$ cat src/rtl/aes_enc_pkg.sv
// Shared types, schedule constants and GF(2^8) helpers for the word-serial AES-128 encryptor.
// Pure declarations: no state, no handshake.
package aes_enc_pkg;

   localparam int NR       = 10;
   localparam int RCYC     = 6;
   localparam int LOAD_CYC = 4;
   localparam int OUT_CYC  = 4;

   typedef enum logic [2:0] {
      S_IDLE,
      S_SETUP,
      S_LOAD,
      S_ROUND,
      S_FINAL,
      S_OUT
   } state_t;

   function automatic logic [7:0] xtime(input logic [7:0] b);
      return {b[6:0], 1'b0} ^ (b[7] ? 8'h1b : 8'h00);
   endfunction

   // Column bytes are ordered row 0 in the MSB down to row 3 in the LSB.
   function automatic logic [31:0] mixcol(input logic [31:0] c);
      logic [7:0] a0, a1, a2, a3;
      {a0, a1, a2, a3} = c;
      return {xtime(a0) ^ xtime(a1) ^ a1 ^ a2 ^ a3,
              a0 ^ xtime(a1) ^ xtime(a2) ^ a2 ^ a3,
              a0 ^ a1 ^ xtime(a2) ^ xtime(a3) ^ a3,
              xtime(a0) ^ a0 ^ a1 ^ a2 ^ xtime(a3)};
   endfunction

endpackage

$ cat src/rtl/aes_sbox.sv
// Combinational forward AES S-box: GF(2^8) inverse (x^254) followed by the affine map.
// Zero latency, no flow control.
module aes_sbox
   import aes_enc_pkg::*;
(
   input  logic [7:0] i_byte,
   output logic [7:0] o_byte
);

   function automatic logic [7:0] gf_mul(input logic [7:0] a, input logic [7:0] b);
      logic [7:0] p;
      logic [7:0] t;
      p = 8'h00;
      t = a;
      for (int i = 0; i < 8; i++) begin
         if (b[i]) p = p ^ t;
         t = xtime(t);
      end
      return p;
   endfunction

   // x^254 = x^2 * x^4 * ... * x^128; maps 0 to 0 as the S-box requires.
   function automatic logic [7:0] gf_inv(input logic [7:0] x);
      logic [7:0] sq;
      logic [7:0] acc;
      sq  = gf_mul(x, x);
      acc = sq;
      for (int k = 2; k < 8; k++) begin
         sq  = gf_mul(sq, sq);
         acc = gf_mul(acc, sq);
      end
      return acc;
   endfunction

   logic [7:0] w_inv;

   assign w_inv  = gf_inv(i_byte);
   assign o_byte = w_inv ^ {w_inv[6:0], w_inv[7]} ^ {w_inv[5:0], w_inv[7:6]}
                 ^ {w_inv[4:0], w_inv[7:5]} ^ {w_inv[3:0], w_inv[7:4]} ^ 8'h63;

endmodule

$ cat src/rtl/aes_word_enc_core.sv
// AES-128 encryptor, 32-bit words in/out MSW first; 72 cycles from start edge to last output word.
// No backpressure: start taken only in IDLE; define AES_OUT_CLEAR_EN to zero data_out outside OUT.
module aes_word_enc_core
   import aes_enc_pkg::*;
(
   input  logic         clk,
   input  logic         reset,
   input  logic         start,
   input  logic         selEncDec,
   input  logic [127:0] key_in,
   input  logic [31:0]  data_in,
   output logic [31:0]  data_out,
   output logic [6:0]   signals
);

   state_t       r_state;
   state_t       w_state_nxt;
   logic [2:0]   r_cnt;
   logic [3:0]   r_rnd;
   logic [127:0] r_key;
   logic [127:0] r_rk;
   logic [127:0] r_st;
   logic [127:0] r_nst;
   logic [7:0]   r_rcon;
   logic         r_kv;
   logic         r_done;
   logic         r_ov;
   logic [31:0]  r_dout;

   logic [1:0]   w_ci;
   logic [7:0]   w_sb_in  [4];
   logic [7:0]   w_sb_out [4];
   logic [31:0]  w_sub;
   logic [31:0]  w_col;
   logic [31:0]  w_tmp;
   logic [31:0]  w_k0, w_k1, w_k2, w_k3;

   always_ff @(posedge clk) begin
      if (reset) r_state <= S_IDLE;
      else       r_state <= w_state_nxt;
   end

   always_comb begin
      w_state_nxt = r_state;
      case (r_state)
         S_IDLE:  if (start && !selEncDec)          w_state_nxt = S_SETUP;
         S_SETUP: if (r_cnt == 3'd1)                w_state_nxt = S_LOAD;
         S_LOAD:  if (r_cnt == 3'(LOAD_CYC - 1))    w_state_nxt = S_ROUND;
         S_ROUND: if (r_cnt == 3'(RCYC - 1) && r_rnd == 4'(NR)) w_state_nxt = S_FINAL;
         S_FINAL:                                   w_state_nxt = S_OUT;
         S_OUT:   if (r_cnt == 3'(OUT_CYC - 1))     w_state_nxt = S_IDLE;
         default:                                   w_state_nxt = S_IDLE;
      endcase
   end

   assign w_ci = r_cnt[1:0];

   // Column cycles feed ShiftRows-selected bytes; the key cycle feeds RotWord(w3).
   always_comb begin
      for (int r = 0; r < 4; r++) begin
         w_sb_in[r] = r_st[8 * (15 - 4 * ((int'(w_ci) + r) % 4) - r) +: 8];
      end
      if (r_cnt == 3'd4) begin
         w_sb_in[0] = r_rk[23:16];
         w_sb_in[1] = r_rk[15:8];
         w_sb_in[2] = r_rk[7:0];
         w_sb_in[3] = r_rk[31:24];
      end
   end

   for (genvar g = 0; g < 4; g++) begin : g_sbox
      aes_sbox u_sbox (
         .i_byte (w_sb_in[g]),
         .o_byte (w_sb_out[g])
      );
   end

   assign w_sub = {w_sb_out[0], w_sb_out[1], w_sb_out[2], w_sb_out[3]};
   assign w_col = (r_rnd == 4'(NR)) ? w_sub : mixcol(w_sub);
   assign w_tmp = w_sub ^ {r_rcon, 24'h000000};
   assign w_k0  = r_rk[127:96] ^ w_tmp;
   assign w_k1  = r_rk[95:64]  ^ w_k0;
   assign w_k2  = r_rk[63:32]  ^ w_k1;
   assign w_k3  = r_rk[31:0]   ^ w_k2;

   always_ff @(posedge clk) begin
      if (reset) begin
         r_cnt  <= '0;
         r_rnd  <= '0;
         r_key  <= '0;
         r_rk   <= '0;
         r_st   <= '0;
         r_nst  <= '0;
         r_rcon <= '0;
         r_kv   <= 1'b0;
         r_done <= 1'b0;
         r_ov   <= 1'b0;
         r_dout <= '0;
      end else begin
         if (w_state_nxt != r_state || (r_state == S_ROUND && r_cnt == 3'(RCYC - 1)))
            r_cnt <= '0;
         else if (r_state != S_IDLE)
            r_cnt <= r_cnt + 3'd1;

         case (r_state)
            S_IDLE: begin
               r_kv   <= 1'b0;
               r_done <= 1'b0;
               r_ov   <= 1'b0;
               r_rnd  <= '0;
               if (start && !selEncDec) r_key <= key_in;
            end
            S_SETUP: begin
               r_rk   <= r_key;
               r_rcon <= 8'h01;
               r_kv   <= 1'b1;
            end
            S_LOAD: begin
               r_st[32 * (3 - int'(w_ci)) +: 32] <= data_in ^ r_rk[32 * (3 - int'(w_ci)) +: 32];
               if (w_state_nxt == S_ROUND) r_rnd <= 4'd1;
            end
            S_ROUND: begin
               if (r_cnt < 3'd4) begin
                  r_nst[32 * (3 - int'(w_ci)) +: 32] <= w_col;
               end else if (r_cnt == 3'd4) begin
                  r_rk   <= {w_k0, w_k1, w_k2, w_k3};
                  r_rcon <= xtime(r_rcon);
               end else begin
                  r_st  <= r_nst ^ r_rk;
                  r_rnd <= (r_rnd == 4'(NR)) ? 4'd0 : r_rnd + 4'd1;
               end
            end
            S_FINAL: r_done <= 1'b1;
            S_OUT: begin
               r_ov   <= 1'b1;
               r_dout <= r_st[32 * (3 - int'(w_ci)) +: 32];
            end
            default: ;
         endcase

`ifdef AES_OUT_CLEAR_EN
         if (r_state != S_OUT) r_dout <= '0;
`endif
      end
   end

   assign data_out = r_dout;
   assign signals  = {r_ov, r_done, r_rnd, r_kv};

endmodule

$ cat config.mk
export PLATFORM = sky130hd
export DESIGN_NAME = aes_word_enc_core
export DESIGN_NICKNAME = d
export VERILOG_FILES = /design/src/rtl/aes_enc_pkg.sv /design/src/rtl/aes_sbox.sv /design/src/rtl/aes_word_enc_core.sv
export SDC_FILE = /design/constraint.sdc
export NUM_CORES = 2
export LEC_CHECK = 0
export CORE_AREA = 10 10 436 438
export CTS_CLUSTER_DIAMETER = 50
export DETAILED_ROUTE_END_ITERATION = 8
export DIE_AREA = 0 0 446 448
export PLACE_DENSITY = 0.7
export SLEW_MARGIN = 20
export SYNTH_ARGS = -nofsm -noshare
export SYNTH_HDL_FRONTEND = slang
export SYNTH_HIERARCHICAL = 1
export SYNTH_SLANG_ARGS = --single-unit
$ cat constraint.sdc
create_clock -name clk -period 55.8 [get_ports clk]
set_input_delay 11.16 -clock clk [delete_from_list [all_inputs] [get_ports clk]]
set_output_delay 11.16 -clock clk [all_outputs]
set_load 0.01 [all_outputs]
# == Word-level counts from Yosys, hierarchy flattened ==
# Index checks and enable logic that the tools add are counted.
# totals
inputBits,164
ff_bits,565
output_inout_bits,39
word_cells,1609
# op_classes
reduce_logical,22
n_eq_ne,16
n_addsub,14
n_lt_le_gt_ge,1
n_mux,784
shifts,9
bitwise_logic,751
# ops
op,count
8-bit XOR,732
8-bit 2-to-1 mux,418
5-bit 2-to-1 mux,341
128-bit 2-to-1 mux,4
128-bit case mux with 2 select lines,2
128-bit by 10-bit variable part select with 8-bit output,3
128-bit bitwise mux,2
128-bit by 8-bit variable part select with 32-bit output,2
32-bit by 33-bit variable part select with 128-bit output,2
32-bit XOR,6
"32-bit by 33-bit variable shift with 128-bit output, first input constant",1
128-bit by 8-bit variable part select with 8-bit output,1
128-bit XOR,1
32-bit 2-to-1 mux,2
8-bit by 5-bit XOR with 8-bit output,5
8-bit negation with 33-bit output,1
3-bit case mux with 6 select lines,1
"5-bit by 5-bit subtractor with 6-bit output, first input constant",3
4-bit 2-to-1 mux,4
4-bit inverter,4
8-bit case mux with 2 select lines,1
3-bit 2-to-1 mux,5
"6-bit by 3-bit subtractor with 7-bit output, second input constant",2
"3-bit by 2-bit equality test with 1-bit output, second input constant",4
27 further kinds,50

# == Logic depth before layout (Yosys ltp) ==
# logic_depth
depth_word,147
mapped_depth,75
depth_no_buf,60

# == Modules after synthesis ==
# Netlist, hierarchy kept.
# by_module_without_submodules
module,cells_each,n_inst,seq_area_each_um2,area_each_um2
aes_sbox (g_sbox[1].u_sbox ...),1942,3,0.0,15220.8
aes_word_enc_core,3462,1,11310.8,29672.2
aes_sbox (g_sbox[0].u_sbox),1881,1,0.0,14662.8

# == Worst setup path before layout ==
# OpenSTA, ideal clock, no wires.
# synth_path
path_type,register to register
from,reg r_cnt[1]
to,reg r_nst[0]
n_path_buf,12
setup_time_ps,128
t_arrival_ps,17841
stages_incl_launch_ff,72
required_ps,55672
period_less_slack_ps,17968
slack_ps,37832
path_cell_list,dfxtp_1 -> clkbuf_2 -> buf_6 -> buf_4 -> clkinv_1 -> clkbuf_1 -> ha_1 -> buf_2 -> clkbuf_1 -> mux4_2 -> mux2_2 -> ha_1 -> nand2_1 -> xor2_1 -> inv_2 -> buf_1 -> clkbuf_1 -> ha_1 -> [... 36 more ...] -> o211a_1 -> a21oi_1 -> xnor2_4 -> inv_2 -> xnor2_2 -> xor2_2 -> nor2_1 -> xnor3_1 -> xnor2_1 -> xnor3_1 -> xnor3_1 -> xnor2_1 -> clkbuf_1 -> xnor2_1 -> xnor2_1 -> xnor2_1 -> a222oi_1 -> nor2_1
# synth_lines
item,line,text
"start, declared",aes_word_enc_core.sv:18,logic [2:0] r_cnt;
"start signal, assigned",aes_word_enc_core.sv:103,r_cnt <= r_cnt + 3'd1;
"end signal, assigned by index",aes_word_enc_core.sv:124,r_nst[32 * (3 - int'(w_ci)) +: 32] <= w_col;
"end, declared",aes_word_enc_core.sv:23,logic [127:0] r_nst;

==> impl_results.md <==
* Status: finished with violations
* Failing checks: DRC
* CP Data Required Time at 56.26 ns
* Yosys warnings at 6
* Global-route wire length before repair at 454,000 um
* Filler cell count at 16,800
* Detailed Routing Iterations Pass 1 at 9
* Die W at 446 um
* Worst-margin pin slew at 1.15 ns
* Hold Path Cell Cnt at 2
* IO Count at 203
* Site row count at 157
* Clk buf depth at 3
* Startpoint types: flip-flop
* Die Ht at 448 um
* H-tree depth at 3
* Final Max Slew Viols at 0
* Initial antenna violation count at 28
* Max Fclk at 45.4 MHz
* Post-route clock skew at around 0.015 ns
* Register area share after synthesis at between 10% and 20%
* TritonCTS clock tree: done
* Min Hold Slack at 0.452 ns
* Max-Cap Viols at 0
* Tcrit/Tclk final at 39.4%
* Post-cts sizing count at 0
* Post-CTS Hold Fix Bufs at 0
* Endpoints failing hold at 0
* Total Die Area at 200,000 um2
* Synth Instances at 11,200
* Post-synth EDFFs at 0
* Register area at 11,300 um2
* Number of DRC markers in iteration 0 at 10,500
* Net Count, Synth at about 11,000
* Num CTS Buffers at 67
* Synth cell types at 134
* Post-synth top area share at 16.2%
* Core area at approximately 180,000 um2
* Hold Crit Class: reg -> reg
* Clk Latency, worst-skew pair at 0.61 ns
* Final RePlAce weighted congestion at just over 1
* Clk sinks at about 570
* Routed len/inst at 22.0 um
* Fin nets at 11,000
* Crit path kind: reg -> reg
* Setup_tns at 0 ns
* Share of layout cells above drive strength 1 at 10.4%
* Area occupied by multi-input gates at 74,700 um2
* # setup viols final at 0
* Post CTS Setup Buffer Count at 0
* Most frequent CP cell: xnor2_1
* DRT antenna net count at 0
* Via density at 6.25
* Top cells by area, synth: xnor2_1 16%, dfxtp_1 13%, xnor3_1 9.8%, nor2_1 6.0%, nand2_1 5.4%
* Post-Route WL at ~290,000 um
* Most common cell after layout, fill and taps aside: xnor2_1
* Final min period at about 22 ns
* Post-synthesis cell area at 90,000 um2
* Post-route DRC at 26
* Synth async-reset ratio at 0%
* Vias in the first global route at 77,400
* Fin area at 95,900 um2
* Via count at 83,200
* CP max stage delay at 0.90 ns
* Max_slew headroom at between 20% and 30%
* Crit. End Element: flip-flop
* Core Util, Final at a little over half
* Syn avg cell area at 8.06 um2
* Synth Register Bits at about 570
* Total track usage at between 20% and 30%
* Critical path arrival at around 22 ns
* Grt total ovfl at 0
* Synth-to-layout area growth at 6.51%
* Root Buffer: clkbuf_16
* Effective utilization at floorplan at 49.5%
* Most frequent cells in the layout: 1,611 x xnor2_1, 1,427 x nor2_1, 1,303 x nand2_1, 626 x a21oi_1, 563 x dfxtp_1
* Slowest cell on the critical path: dfxtp_4
* Leading register cell type out of synthesis: dfxtp_1
* Post-detail-place hpwl at 213,000 um
* R2R cell count at 61
* Crit path max fanout at 38
* Dpl cell area at 93,500 um2
* RSZ-0062 raised after global routing: no
* Post-synth top area cell: xnor2_1
* Largest net degree at the start of global routing at 109
* Worst-path clk slew at roughly 0.060 ns
* IO buf count at roughly 200
-- critical path: cells and delay by family, from the launching register on --
family                   cells  cell delay [ns]
XOR/XNOR                    13             5.04
flip-flops                   1             0.90
buffers and inverters        7             2.73
AND/OR/NAND/NOR             19             4.31
AO/OA/AOI/OAI               13             4.88
adder cells (fa/ha/maj)      5             2.69
multiplexers                 4             1.24
-- cell type report --
class / count / share of cell area, %
clock inverters: 36 / 0.403
well taps: 2385 / 3.11
repair buffers: 479 / 4.29
inverters: 124 / 0.486
multi-input cells: 9611 / 77.9
clock buffers: 83 / 1.94
diodes: 19 / 0.0496
flip-flops and latches: 565 / 11.8
-- synthesized netlist by cell type, types with 41 or more instances --
cell       count
xor3_1        48
xnor2_1     1662
nand2b_1      95
o32ai_1       46
xor2_1       439
buf_1         56
a211oi_1      67
a2bb2oi_1     65
clkbuf_1     489
o21ai_0      375
nor2_1      1432
o21ai_1       70
nand3_1      208
and2_1        86
a32oi_1       82
buf_2        217
a221oi_1     144
a22oi_1      141
mux2i_1      233
nor2b_1       78
or3_1         45
nor3_1       326
inv_1         89
o22ai_1      101
a21oi_1      629
buf_4         70
xor2_2        55
dfxtp_1      565
mux4_2        72
nor3b_1       45
xnor3_2       46
mux2_2        81
o31ai_1       54
xnor2_2      172
o211ai_1      60
a31oi_1       69
nor4_1        44
a222oi_1      60
nand4_1       55
xnor2_4       41
nand2_1     1303
xnor3_1      390
-- flip-flops by register name (all words and copies together), names as in the netlist --
| signal | cells |
|---|---|
| r_cnt | 3 |
| data_out | 32 |
| r_rcon | 8 |
| r_ov | 1 |
| r_state | 3 |
| r_key | 128 |
| r_done | 1 |
| r_st | 128 |
| r_nst | 128 |
| r_rnd | 4 |
| r_kv | 1 |
| r_rk | 128 |
-- cells by family (layout without fill, tap and decap cells) --
logic type | count (synthesis) | count (layout) | share of synthesized area, %
other | 0 | 19 | 0
xor gates and xnor gates | 2875 | 2875 | 38.7
AOI/OAI and AO/OA | 2359 | 2359 | 18.0
muxes | 397 | 397 | 5.62
DFF | 565 | 565 | 12.6
buffers and inverters | 993 | 722 | 5.04
adders and majority gates | 40 | 40 | 0.548
and+or+nand+nor | 3940 | 3940 | 19.5
-- metrics by stage --
step / setup WS [ns] / std cells
floorplan: 37.83 / 11200
global placement: 34.69 / 13200
detailed placement: 34.31 / 13200
global route: 32.53 / 13300
CTS: 34.23 / 13300
finish: 33.79 / 13300
-- worst paths after layout --
path	startpoint	end	slack [ns]
max reg2reg	r_cnt[1]$_SDFFE_PP0N_	r_nst[45]$_SDFFE_PP0P_	33.79
min	data_out[16]$_SDFFE_PP0P_	data_out[16]$_SDFFE_PP0P_	0.45
min reg2reg	data_out[16]$_SDFFE_PP0P_	data_out[16]$_SDFFE_PP0P_	0.45
max	r_cnt[1]$_SDFFE_PP0N_	r_nst[45]$_SDFFE_PP0P_	33.79
-- per-layer routing --
metal	vias up	track usage (%)	share of wire, %
met2	4300	43.2	44
li1	38600	-	-
met1	39700	37.5	41
met4	6	10.8	4.2
met5	-	0	0.014
met3	609	5.32	10
Power is left out: the tool's default activity adds up to more than one toggle a clock period on the data nets, which glitch-free logic cannot reach.
